[config.mk]
export PLATFORM = sky130hd
export DESIGN_NAME = if_fetch_ctrl_flat
export DESIGN_NICKNAME = d
export VERILOG_FILES = /design/src/rtl/if_fetch_ctrl_if.sv /design/src/rtl/if_fetch_ctrl.sv /design/src/flat_wrapper.sv
export SDC_FILE = /design/constraint.sdc
export NUM_CORES = 1
export LEC_CHECK = 0
export ABC_CLOCK_PERIOD_IN_PS = 1900
export CAP_MARGIN = 20
export CORE_MARGIN = 4
export CORE_UTILIZATION = 35
export CTS_CLUSTER_SIZE = 10
export DETAILED_ROUTE_END_ITERATION = 12
export PLACE_DENSITY = 0.73
export SKIP_CTS_REPAIR_TIMING = 1
export SYNTH_ARGS = -nofsm -noshare
export SYNTH_HDL_FRONTEND = slang
export SYNTH_SLANG_ARGS = --single-unit
[constraint.sdc]
create_clock -name clk -period 1.9 [get_ports clk]
set_input_delay 0.285 -clock clk [delete_from_list [all_inputs] [get_ports clk]]
set_output_delay 0.285 -clock clk [all_outputs]
set_load 0.05 [all_outputs]
[src/rtl/if_fetch_ctrl_if.sv]
// Handshake bundle between the IF fetch controller and its environment:
// hazard/branch inputs, instruction memory handshake, IF stage controls and statistics.
interface if_fetch_ctrl_if #(
    parameter int CNT_W = 16
);
    logic             hazard;
    logic             branch_taken;
    logic             imem_ack;
    logic [31:0]      instr_in;
    logic             imem_req;
    logic             imem_start;
    logic             pc_en;
    logic             pc_sel_branch;
    logic             if_reg_freeze;
    logic             if_reg_flush;
    logic [31:0]      instr_out;
    logic             fetch_timeout;
    logic [CNT_W-1:0] stall_cnt;
    logic [CNT_W-1:0] flush_cnt;

    modport master (
        input  hazard, branch_taken, imem_ack, instr_in,
        output imem_req, imem_start, pc_en, pc_sel_branch, if_reg_freeze,
               if_reg_flush, instr_out, fetch_timeout, stall_cnt, flush_cnt
    );

    modport slave (
        output hazard, branch_taken, imem_ack, instr_in,
        input  imem_req, imem_start, pc_en, pc_sel_branch, if_reg_freeze,
               if_reg_flush, instr_out, fetch_timeout, stall_cnt, flush_cnt
    );
endinterface

[src/rtl/if_fetch_ctrl.sv]
// IF stage sequencer for a variable-latency instruction memory: PC/IF-register
// control, one-entry hold buffer for hazards, branch kill of in-flight fetches.
module if_fetch_ctrl #(
    parameter int TIMEOUT = 16,
    parameter int CNT_W   = 16
) (
    input  logic           clk,
    input  logic           rst,
    if_fetch_ctrl_if.master bus
);
    localparam int WAIT_W = $clog2(TIMEOUT);
    localparam logic [WAIT_W-1:0] WAIT_MAX = WAIT_W'(TIMEOUT - 1);

    typedef enum logic [1:0] {IDLE, REQ, HOLD, KILL} state_t;

    state_t            state, state_nxt;
    logic              start_q, start_nxt;
    logic [WAIT_W-1:0] wait_cnt;
    logic [31:0]       buf_q;
    logic              capture;
    logic              timed_out;
    logic [CNT_W-1:0]  stall_q, flush_q;

    logic              pc_en, pc_sel_branch, if_reg_freeze, if_reg_flush, fetch_timeout;
    logic [31:0]       instr_out;

    assign timed_out = (wait_cnt == WAIT_MAX);

    // A taken branch redirects the PC and bubbles the IF register in every state;
    // the case below only decides where the sequencer goes next.
    always_comb begin
        state_nxt     = state;
        start_nxt     = 1'b0;
        capture       = 1'b0;
        pc_en         = 1'b0;
        pc_sel_branch = 1'b0;
        if_reg_flush  = 1'b0;
        if_reg_freeze = 1'b1;
        fetch_timeout = 1'b0;
        instr_out     = bus.instr_in;

        if (bus.branch_taken) begin
            pc_en         = 1'b1;
            pc_sel_branch = 1'b1;
            if_reg_flush  = 1'b1;
            if_reg_freeze = 1'b0;
        end

        case (state)
            IDLE: begin
                state_nxt = REQ;
                start_nxt = 1'b1;
            end
            REQ: begin
                if (bus.branch_taken) begin
                    if (bus.imem_ack) start_nxt = 1'b1;
                    else              state_nxt = KILL;
                end else if (bus.imem_ack) begin
                    if (bus.hazard) begin
                        capture   = 1'b1;
                        state_nxt = HOLD;
                    end else begin
                        pc_en         = 1'b1;
                        if_reg_freeze = 1'b0;
                        start_nxt     = 1'b1;
                    end
                end else if (timed_out) begin
                    fetch_timeout = 1'b1;
                    state_nxt     = IDLE;
                end
            end
            HOLD: begin
                instr_out = buf_q;
                if (bus.branch_taken) begin
                    state_nxt = REQ;
                    start_nxt = 1'b1;
                end else if (!bus.hazard) begin
                    pc_en         = 1'b1;
                    if_reg_freeze = 1'b0;
                    state_nxt     = REQ;
                    start_nxt     = 1'b1;
                end
            end
            KILL: begin
                // The returning word belongs to the wrong path; only its ack matters.
                if (bus.imem_ack) begin
                    state_nxt = REQ;
                    start_nxt = 1'b1;
                end else if (!bus.branch_taken && timed_out) begin
                    fetch_timeout = 1'b1;
                    state_nxt     = IDLE;
                end
            end
            default: state_nxt = IDLE;
        endcase
    end

    always_ff @(posedge clk) begin
        if (rst) begin
            state   <= IDLE;
            start_q <= 1'b0;
        end else begin
            state   <= state_nxt;
            start_q <= start_nxt;
        end
    end

    // Wait counter saturates so a branch at the last wait cycle still times out in KILL.
    always_ff @(posedge clk) begin
        if (rst) begin
            wait_cnt <= '0;
        end else if (start_nxt) begin
            wait_cnt <= '0;
        end else if ((state == REQ || state == KILL) && !bus.imem_ack && !timed_out) begin
            wait_cnt <= wait_cnt + 1'b1;
        end
    end

    always_ff @(posedge clk) begin
        if (rst) begin
            buf_q <= '0;
        end else if (capture) begin
            buf_q <= bus.instr_in;
        end
    end

    always_ff @(posedge clk) begin
        if (rst) begin
            stall_q <= '0;
            flush_q <= '0;
        end else begin
            if (if_reg_freeze && state != IDLE && stall_q != '1) stall_q <= stall_q + 1'b1;
            if (if_reg_flush && flush_q != '1)                   flush_q <= flush_q + 1'b1;
        end
    end

    assign bus.imem_req      = (state == REQ) || (state == KILL);
    assign bus.imem_start    = (state == REQ) && start_q;
    assign bus.pc_en         = pc_en;
    assign bus.pc_sel_branch = pc_sel_branch;
    assign bus.if_reg_freeze = if_reg_freeze;
    assign bus.if_reg_flush  = if_reg_flush;
    assign bus.instr_out     = instr_out;
    assign bus.fetch_timeout = fetch_timeout;
    assign bus.stall_cnt     = stall_q;
    assign bus.flush_cnt     = flush_q;
endmodule

[src/flat_wrapper.sv]
// flat-port wrapper written by rule: the top's interface ports become plain ports
module if_fetch_ctrl_flat 
#(
    parameter int TIMEOUT = 16,
    parameter int CNT_W   = 16
)
  (clk, rst, bus_hazard, bus_branch_taken, bus_imem_ack, bus_instr_in, bus_imem_req, bus_imem_start, bus_pc_en, bus_pc_sel_branch, bus_if_reg_freeze, bus_if_reg_flush, bus_instr_out, bus_fetch_timeout, bus_stall_cnt, bus_flush_cnt);
  if_fetch_ctrl_if #(.CNT_W(CNT_W)) bus_i ();
  input  logic clk;
  input  logic rst;
  input wire logic [$bits(bus_i.hazard)-1:0] bus_hazard;
  input wire logic [$bits(bus_i.branch_taken)-1:0] bus_branch_taken;
  input wire logic [$bits(bus_i.imem_ack)-1:0] bus_imem_ack;
  input wire logic [$bits(bus_i.instr_in)-1:0] bus_instr_in;
  output wire logic [$bits(bus_i.imem_req)-1:0] bus_imem_req;
  output wire logic [$bits(bus_i.imem_start)-1:0] bus_imem_start;
  output wire logic [$bits(bus_i.pc_en)-1:0] bus_pc_en;
  output wire logic [$bits(bus_i.pc_sel_branch)-1:0] bus_pc_sel_branch;
  output wire logic [$bits(bus_i.if_reg_freeze)-1:0] bus_if_reg_freeze;
  output wire logic [$bits(bus_i.if_reg_flush)-1:0] bus_if_reg_flush;
  output wire logic [$bits(bus_i.instr_out)-1:0] bus_instr_out;
  output wire logic [$bits(bus_i.fetch_timeout)-1:0] bus_fetch_timeout;
  output wire logic [$bits(bus_i.stall_cnt)-1:0] bus_stall_cnt;
  output wire logic [$bits(bus_i.flush_cnt)-1:0] bus_flush_cnt;
  assign bus_i.hazard = bus_hazard;
  assign bus_i.branch_taken = bus_branch_taken;
  assign bus_i.imem_ack = bus_imem_ack;
  assign bus_i.instr_in = bus_instr_in;
  assign bus_imem_req = bus_i.imem_req;
  assign bus_imem_start = bus_i.imem_start;
  assign bus_pc_en = bus_i.pc_en;
  assign bus_pc_sel_branch = bus_i.pc_sel_branch;
  assign bus_if_reg_freeze = bus_i.if_reg_freeze;
  assign bus_if_reg_flush = bus_i.if_reg_flush;
  assign bus_instr_out = bus_i.instr_out;
  assign bus_fetch_timeout = bus_i.fetch_timeout;
  assign bus_stall_cnt = bus_i.stall_cnt;
  assign bus_flush_cnt = bus_i.flush_cnt;
  if_fetch_ctrl #(.TIMEOUT(TIMEOUT), .CNT_W(CNT_W)) u_core (.clk(clk), .rst(rst), .bus(bus_i));
endmodule
==> flow_metrics.tcl, run 1 <==
set metrics [dict create \
    wl_per_cell_um 15.68 \
    n_antenna_cell 0 \
    slew_headroom_pct 31.11 \
    place.gp.congestion 0.8022 \
    synth_common_cells "nand2_1 (75), dfxtp_1 (71), a21oi_1 (53)" \
    slew_violations 0 \
    skew_ns 0.01098 \
    cts_buffers 9 \
    outcome "complete, but fails checks" \
    drive_above_1_share_pct 35.99 \
    critPathRequiredTime_ns 1.62 \
    grt_pass1_vias 3684 \
    worstSkewPairLatency_ns 0.35 \
    endpoint_kind "primary output" \
    synth-edff-count 0 \
    cts_buffer_depth 2 \
    first_iter_violations 177 \
    syn_to_final_growth_pct 63.27 \
    drc_errors 0 \
    die_area_mm2 0.01265 \
    leakage_uw 0.002476 \
    start_util_pct 36.50 \
    cts_root_buf "clkbuf_8" \
    synthTopCellsByArea "dfxtp_1 (37%), mux2_2 (14%), nand2_1 (7.4%), a21oi_1 (6.9%), nor2b_1 (3.1%)" \
    coreArea_mm2 0.01046 \
    power_density_mw_per_mm2 752.9 \
    drt-total-wl_um 11200 \
    r2r_slack_ns -0.08 \
    p_int_uw 3170 \
    synth_top_area_share_pct 37.22 \
    p_sw_uw 1525 \
    fin_crit_ns 2.011 \
    synth.most_common_cell "nand2_1" \
    dp_hpwl_um 7643 \
    htree_levels 3 \
    pwr-share-seq_pct 33.5 \
    startpoint_type "register" \
    pre_cts_ws_ns -0.2946 \
    finalHoldViolCount 0 \
    clkSinkCount 71 \
    synth_top_cell_by_area "dfxtp_1" \
    clkPwrFrac_pct 28.9 \
    cap_violations 0 \
    design_area_mm2 0.006235 \
    die_y_um 112.5 \
    design.portCount 108 \
    ys_seq_area_share_pct 37.22 \
    postRouteAntennaNets 0 \
    grt_max_degree 56 \
    synth_warnings 0 \
    die-width_um 112.5 \
    drt-pass1-iter-count 4 \
    io_buffer_count 107 \
    dpl-instance-area_mm2 0.005594 \
    arrival_ns 1.73 \
    track_usage_pct 16.30 \
    syn_inst 453 \
    clkTransAtPathRegs_ns 0.07 \
    syn-num-nets 497 \
    grt_pass1_wl_um 17320 \
    min_period_over_period_pct 105.8 \
    synth_area_mm2 0.003819 \
    syn_area_per_cell_um2 8.430 \
    antenna_found_initial 0 \
    cts_tree "built" \
    via_count 3841 \
    avgViaCountPerCell 5.380 \
    ys_ff_latch 71 \
    rsz0062_at_grt "yes" \
    nNetsFinal 617 \
    fin_ws_ns -0.1108 \
    path_class "reg -> out" \
    violations "negative setup slack" \
    ir_worst_vdd_uv 421.7 \
    finalSetupViolCount 42 \
    power_switching_share_pct 32.48 \
    synth_ff_type "dfxtp_1" \
    fmax_mhz 497.3 \
    critPathMaxFanout 3 \
    ys_types 49 \
    hp-class "reg -> reg" \
    power_frac_comb_pct 37.6 \
    grt-ovfl-total 0 \
    worst_pin_slew_ns 1.033 \
    async_flop_share_pct 0 \
    std_cell_rows 37 \
]
-- layout make-up --
| type | instances | area [um2] |
|---|---|---|
| clock inverters | 5 | 82.58 |
| multi-input cells | 341 | 2512 |
| fillers | 893 | 4228 |
| inverters | 9 | 36.28 |
| repair buffers | 141 | 1836 |
| flip-flops and latches | 71 | 1456 |
| clock buffers | 11 | 141.4 |
| well taps | 136 | 170.2 |
-- path summary, 6_finish.rpt --
path / from / end / cells after the start
worst max-delay path: u_core.state[1]$_SDFFE_PP0P_ / bus_if_reg_freeze / 6
worst min-delay path: u_core.buf_q[2]$_SDFFE_PP0P_ / u_core.buf_q[2]$_SDFFE_PP0P_ / 2
worst max register to register: u_core.state[1]$_SDFFE_PP0P_ / u_core.bus.stall_cnt[13]$_SDFFE_PP0P_ / 7
worst min register to register: u_core.buf_q[2]$_SDFFE_PP0P_ / u_core.buf_q[2]$_SDFFE_PP0P_ / 2
-- power groups by stage --
stage	Combinational, uW	Sequential [uW]	Clock, uW
2_1_floorplan	806	1630	0
3_3_place_gp	1510	1600	0
3_5_place_dp	1540	1600	0
4_1_cts	1540	1560	1400
5_1_grt	1850	1580	1460
6_report	1760	1570	1360
-- logic make-up (layout without fill, tap and decap cells) --
| family | count (synthesis) | after routing | synth area share (%) |
|---|---|---|---|
| flops | 71 | 71 | 37.22 |
| compound gates | 85 | 85 | 14.09 |
| simple gates | 194 | 194 | 25.82 |
| mux | 53 | 53 | 15.53 |
| buf+inv | 41 | 166 | 4.587 |
| fa+ha+maj | 7 | 7 | 2.293 |
| xor+xnor | 2 | 2 | 0.4588 |
-- worst max-delay path: stages, from the launching register on --
cell and delay [ns]:
dfxtp_4 0.37, inv_2 0.05, ha_4 0.27, inv_2 0.05, buf_4 0.14, o311a_4 0.36, buf_12 0.15
-- flip-flops by register name (all words and copies together), names as in the netlist --
register,count
u_core.buf_q,32
u_core.bus.flush_cnt,16
u_core.bus.stall_cnt,16
u_core.wait_cnt,4
u_core.state,2
u_core.start_q,1
-- layer usage --
metal  wire length (um)  GRT usage [%]  up-vias
li1                   -              -     1854
met1               4677          18.79     1828
met5                  0              0        -
met2               5466          27.85      138
met3                890          6.523       21
met4                165          4.808        0
-- stage by stage --
| stage | power (uW) | TNS, ns | instances | util, % | hold slack (ns) |
|---|---|---|---|---|---|
| after global placement | 3110 | -6.707 | 691 | 53.47 | 0.4381 |
| after detailed placement | 3134 | -8.551 | 691 | 53.47 | 0.4469 |
| after global routing | 4886 | -5.421 | 714 | 59.59 | 0.4790 |
| after CTS | 4500 | -13.38 | 707 | 55.61 | 0.4568 |
| after floorplan | 2434 | -0.07188 | 453 | - | 0.4210 |
| final | 4694 | -2.490 | 714 | 59.59 | 0.4565 |
-- cell usage in the layout, fill, tap and decap left out, drive strengths merged, types with 2 or more instances in the layout --
cell / Yosys / layout
o21ai: 3 / 3
and4: 3 / 3
and2: 5 / 5
nand4: 12 / 12
nor3: 3 / 3
clkbuf: 21 / 12
nand3: 14 / 14
mux2: 50 / 50
clkdlybuf4s50: 0 / 52
nand2: 75 / 75
bufinv: 0 / 2
a21oi: 53 / 53
nor4: 10 / 10
dlymetal6s2s: 0 / 13
nor3b: 3 / 3
buf: 11 / 75
or4: 10 / 10
o31ai: 11 / 11
xnor2: 2 / 2
mux2i: 3 / 3
clkinvlp: 0 / 3
dfxtp: 71 / 71
nand2b: 2 / 2
a211oi: 6 / 6
nor2: 27 / 27
nor2b: 19 / 19
ha: 7 / 7
or2: 5 / 5
inv: 9 / 9
and3: 3 / 3
Power figures use the tool's default switching activity.
==> run 2, diff against run 1 <==
--- a/config.mk
+++ b/config.mk
@@ -9,6 +9,7 @@
 export CAP_MARGIN = 20
 export CORE_MARGIN = 4
 export CORE_UTILIZATION = 35
+export CTS_BUF_LIST = sky130_fd_sc_hd__clkbuf_2
 export CTS_CLUSTER_SIZE = 10
 export DETAILED_ROUTE_END_ITERATION = 12
 export PLACE_DENSITY = 0.73
==> run 2 against run 1 <==
Compared with the run above:
- the run still ends with negative setup slack left
- non-clock buffer count fell by 2
- cell count fell by 0.28%
- combinational power fell by 5%
- sequential share of layout area rose by 0.95 points
- worst hold slack got worse by 0.13 ns
- global-route usage fell by 0.11 points
- register-to-register slack got worse by 0.14 ns
- wire length fell by 2.9%
- clock power fell by 27%
- via count fell by 2.1%
- core utilization fell by 2.3 points
- die area did not move
- largest cell class unchanged
==> flow_metrics.tcl, run 2 (synthesis results as in run 1) <==
set metrics [dict create \
    rsz0062_at_grt "yes" \
    power_density_mw_per_mm2 708.4 \
    fmax_mhz 458.0 \
    nNetsFinal 615 \
    regMostFlops "u_core.buf_q" \
    skew_ns 0.03747 \
    startpoint_type "register" \
    worstSkewPairLatency_ns 0.51 \
    cts_buffer_depth 2 \
    final_common_cell "nand2_1" \
    reg2reg_depth 7 \
    worst_pin_slew_ns 0.9963 \
    final_cell_mix "nand2_1 (75), a21oi_1 (53), dfxtp_1 (47)" \
    use_met3_pct 5.553 \
    hp-class "in -> reg" \
    critPathRequiredTime_ns 1.62 \
    drt-pass1-iter-count 4 \
    cts_root_buf "clkbuf_2" \
    grt-ovfl-total 0 \
    grt_pass1_vias 3677 \
    leakage_uw 0.002689 \
    place.gp.congestion 0.8022 \
    rr_endpoint "u_core.bus.stall_cnt[12]$_SDFFE_PP0P_" \
    violations "negative setup slack" \
    arrival_ns 1.90 \
    io_buffer_count 107 \
    endpoint_kind "primary output" \
    cts_tree "built" \
    r2r_slack_ns -0.22 \
    grt-busiest-layer "met2" \
    fin_ws_ns -0.2833 \
    largest_reg_flops 32 \
    wl_per_cell_um 15.28 \
    met1_usage_pct 18.99 \
    min_period_over_period_pct 114.9 \
    grtUsageMet2_pct 27.57 \
    fin_crit_ns 2.183 \
    ir_worst_vdd_uv 452.4 \
    timing.rr.start "u_core.state[1]$_SDFFE_PP0P_" \
    first_iter_violations 150 \
    finalSetupViolCount 53 \
    finalHoldViolCount 0 \
    tns_ns -11.27 \
    start_util_pct 36.50 \
    min-delay-start "bus_instr_in[6]" \
    n_antenna_cell 0 \
    min_path_cells 3 \
    htree_levels 3 \
    die_y_um 112.5 \
    path_class "reg -> out" \
    track_usage_pct 16.19 \
    grt_max_degree 56 \
    final_util_pct 57.26 \
    die-width_um 112.5 \
    drive_above_1_share_pct 32.47 \
    drc_errors 0 \
    drt-total-wl_um 10880 \
    critPathMaxFanout 18 \
    hold_ws_ns 0.3311 \
    design.portCount 108 \
    die_area_mm2 0.01265 \
    syn_to_final_growth_pct 56.88 \
    cts_buffers 9 \
    avgViaCountPerCell 5.279 \
    antenna_found_initial 0 \
    postRouteAntennaNets 0 \
    std_cell_rows 37 \
    clkTransAtPathRegs_ns 0.21 \
    cap_violations 0 \
    dp_hpwl_um 7643 \
    slew_headroom_pct 33.58 \
    slew_violations 0 \
    outcome "complete, but fails checks" \
    coreArea_mm2 0.01046 \
    clkSinkCount 71 \
    grt_pass1_wl_um 17260 \
    via_count 3759 \
    holdPathEnd "u_core.buf_q[6]$_SDFFE_PP0P_" \
]
## run 2: worst max-delay path by stage
stage / start / to / slack (ns) / cells after the start
final: u_core.state[1]$_SDFFE_PP0P_ / bus_instr_out[28] / -0.28 / 5
after global routing: u_core.state[1]$_SDFFE_PP0P_ / bus_instr_out[9] / -0.39 / 5
after CTS: u_core.state[0]$_SDFFE_PP0P_ / bus_instr_out[29] / -0.55 / 5
after detailed placement: bus_hazard / u_core.bus.stall_cnt[7]$_SDFFE_PP0P_ / -0.29 / 6
after global placement: bus_hazard / u_core.bus.stall_cnt[7]$_SDFFE_PP0P_ / -0.27 / 6
after floorplan: u_core.state[0]$_SDFFE_PP0P_ / u_core.bus.stall_cnt[9]$_SDFFE_PP0P_ / -0.02 / 7
## run 2: through the flow
stage          setup slack, ns  cell area (um2)  instances  total power [uW]
2_1_floorplan         -0.02025             3892        453              2434
3_3_place_gp           -0.2696             5594        691              3110
3_5_place_dp           -0.2946             5594        691              3134
4_1_cts                -0.5451             5731        707              4132
5_1_grt                -0.3921             5991        712              4444
6_report               -0.2833             5991        712              4244
## run 2: layer usage
metal	vias up	part of all wire [%]
met5	-	0
met1	1771	42
met3	14	7.4
li1	1852	-
met2	122	49
met4	0	1.4
## run 2: cell type report
| class | instances | area, um2 |
|---|---|---|
| Clock buffer | 10 | 50.05 |
| Sequential cell | 71 | 1456 |
| Multi-Input combinational cell | 341 | 2357 |
| Fill cell | 921 | 4472 |
| Timing Repair Buffer | 139 | 1837 |
| Inverter | 9 | 33.78 |
| Clock inverter | 6 | 86.33 |
| Tap cell | 136 | 170.2 |
## run 2: critical path, stage by stage (launching register included)
cell and delay [ns]:
dfxtp_4 0.40, buf_4 0.11, ha_4 0.18, buf_12 0.17, mux2_2 0.38, buf_12 0.16
## run 2: report_power, final
part	internal (uW)	leakage, uW	total (uW)	switching, uW
Clock	435	0.0000718	988	553
Sequential	1540	0.000586	1570	34.5
Combinational	811	0.00203	1680	871
Total	2780	0.00269	4240	1460
==> run 3, diff against run 2 <==
--- a/config.mk
+++ b/config.mk
@@ -5,7 +5,6 @@
 export SDC_FILE = /design/constraint.sdc
 export NUM_CORES = 1
 export LEC_CHECK = 0
-export ABC_CLOCK_PERIOD_IN_PS = 1900
 export CAP_MARGIN = 20
 export CORE_MARGIN = 4
 export CORE_UTILIZATION = 35
@@ -13,7 +12,6 @@
 export CTS_CLUSTER_SIZE = 10
 export DETAILED_ROUTE_END_ITERATION = 12
 export PLACE_DENSITY = 0.73
-export SKIP_CTS_REPAIR_TIMING = 1
 export SYNTH_ARGS = -nofsm -noshare
 export SYNTH_HDL_FRONTEND = slang
 export SYNTH_SLANG_ARGS = --single-unit
==> run 3 against run 2 <==
Compared with the run above:
- the flow still finishes with violations (negative setup slack)
- clock skew decreased by 0.0013 ns
- fmax is essentially flat
- die area did not move
- power grew 3.4%
- core utilization up 0.41 points
- setup slack worse by 0.0020 ns
- clock-buffer cell count unchanged
- first-iteration DRC count grew 9.3%
- register-to-register slack better by 0.05 ns
- critical endpoint is now bus_instr_out[14]
- largest cell class unchanged
- largest power group unchanged
==> flow_metrics.tcl, run 3 (synthesis results as in run 1) <==
set metrics [dict create \
    outcome "complete, but fails checks" \
    violations "negative setup slack" \
    ir_worst_vdd_uv 456.3 \
    reg2reg_depth 8 \
    startpoint_type "register" \
    path_class "reg -> out" \
    worstSkewPairLatency_ns 0.51 \
    dp_hpwl_um 7643 \
    worst_pin_slew_ns 1.010 \
    regMostFlops "u_core.buf_q" \
    drt-pass1-iter-count 7 \
    antenna_found_initial 0 \
    crit_path_cell_trace "buf_6 -> ha_4 -> buf_12 -> mux2_2 -> buf_12" \
    die-width_um 112.5 \
    cts_root_buf "clkbuf_2" \
    min_path_cells 3 \
    cp_slowest_cell "dfxtp_4" \
    first_iter_violations 164 \
    leakage_uw 0.002344 \
    clkSinkCount 71 \
    start_util_pct 36.50 \
    arrival_ns 1.90 \
    rsz0062_at_grt "yes" \
    p_int_uw 2878 \
    htree_levels 3 \
    grt_pass1_vias 3782 \
    grt-ovfl-total 0 \
    drc_errors 0 \
    slew_headroom_pct 32.68 \
    n_antenna_cell 0 \
    endpoint_kind "primary output" \
    min_period_over_period_pct 115.0 \
    slew_violations 0 \
    cts_tree "built" \
    coreArea_mm2 0.01046 \
    critical_path.most_common_cell "buf_12" \
    skew_ns 0.03621 \
    cap_violations 0 \
    cts_hold_buf 0 \
    slowest_delay_ns 0.41 \
    critPathMaxFanout 18 \
    final_cell_mix "nand2_1 (75), a21oi_1 (52), dfxtp_1 (47)" \
    die_area_mm2 0.01265 \
    final_util_pct 57.67 \
    p_sw_uw 1511 \
    postRouteAntennaNets 0 \
    final_common_cell "nand2_1" \
    finalSetupViolCount 49 \
    design.portCount 108 \
    syn_to_final_growth_pct 57.99 \
    cts_buffer_depth 2 \
    fin_crit_ns 2.185 \
    std_cell_rows 37 \
    pwr-share-seq_pct 35.9 \
    via_count 3809 \
    clkPwrFrac_pct 22.6 \
    power_frac_comb_pct 41.5 \
    hp-class "in -> reg" \
    fin_ws_ns -0.2853 \
    power_density_mw_per_mm2 727.5 \
    cts_buffers 9 \
    fmax_mhz 457.6 \
    hold_ws_ns 0.3210 \
    drt-total-wl_um 11100 \
    track_usage_pct 17.18 \
    place.gp.congestion 0.8022 \
    avgViaCountPerCell 5.298 \
    wl_per_cell_um 15.43 \
    clkTransAtPathRegs_ns 0.22 \
    critPathRequiredTime_ns 1.62 \
    drive_above_1_share_pct 34.82 \
    nNetsFinal 622 \
    largest_reg_flops 32 \
    io_buffer_count 107 \
    power_switching_share_pct 34.43 \
    grt_max_degree 56 \
    grt_pass1_wl_um 18260 \
    finalHoldViolCount 0 \
    die_y_um 112.5 \
]
[run 3: timing repair]
| item | in CTS | in global routing |
|---|---|---|
| gates resized for setup | 76 | 10 |
| pin swaps | 3 | 9 |
| gates cloned | 1 | 0 |
| endpoints found under the setup margin | 83 | 56 |
| buffers inserted | 9 | 2 |
[run 3: cell type report]
cell class / count / area, um2
fill: 950 / 4429
multi-input combinational: 341 / 2426
timing repair buffer: 146 / 1808
sequential: 71 / 1456
tap: 136 / 170.2
clock inverter: 6 / 86.33
clock buffer: 10 / 50.05
inverter: 9 / 36.28
[run 3: final timing paths]
check,startpoint,to,slack [ns]
worst min register to register,u_core.buf_q[2]$_SDFFE_PP0P_,u_core.buf_q[2]$_SDFFE_PP0P_,0.47
worst min-delay path,bus_instr_in[3],u_core.buf_q[3]$_SDFFE_PP0P_,0.32
worst max-delay path,u_core.state[1]$_SDFFE_PP0P_,bus_instr_out[14],-0.29
worst max register to register,u_core.state[1]$_SDFFE_PP0P_,u_core.bus.stall_cnt[7]$_SDFFE_PP0P_,-0.17
[run 3: stage by stage]
stage | cell area [um2] | TNS, ns | cells | total power (uW) | setup slack [ns]
final | 6033 | -10.04 | 719 | 4389 | -0.2853
after global routing | 6033 | -15.22 | 719 | 4583 | -0.3912
after CTS | 5983 | -11.54 | 717 | 4382 | -0.3294
after detailed placement | 5594 | -8.551 | 691 | 3134 | -0.2946
after global placement | 5594 | -6.707 | 691 | 3110 | -0.2696
after floorplan | 3892 | -0.07188 | 453 | 2434 | -0.02025
[run 3: layer usage]
metal  wire length (um)  up-vias  track usage, %
met1               4515     1810           19.94
li1                   -     1865               -
met4                135        0           5.369
met5                  0        -               0
met3                841       15           5.768
met2               5603      119           29.84
[run 3: worst max-delay path, delay by kind of cell, from the launching register on]
| kind | cells | cell delay (ns) |
|---|---|---|
| buffers and inverters | 3 | 0.44 |
| flip-flops | 1 | 0.41 |
| adder cells (fa/ha/maj) | 1 | 0.18 |
| multiplexers | 1 | 0.38 |
[run 3: power groups by stage]
stage / clock, uW / sequential (uW) / combinational (uW)
6_report: 993 / 1570 / 1820
4_1_cts: 1020 / 1570 / 1790
3_5_place_dp: 0 / 1600 / 1540
2_1_floorplan: 0 / 1630 / 806
5_1_grt: 1090 / 1580 / 1910
3_3_place_gp: 0 / 1600 / 1510
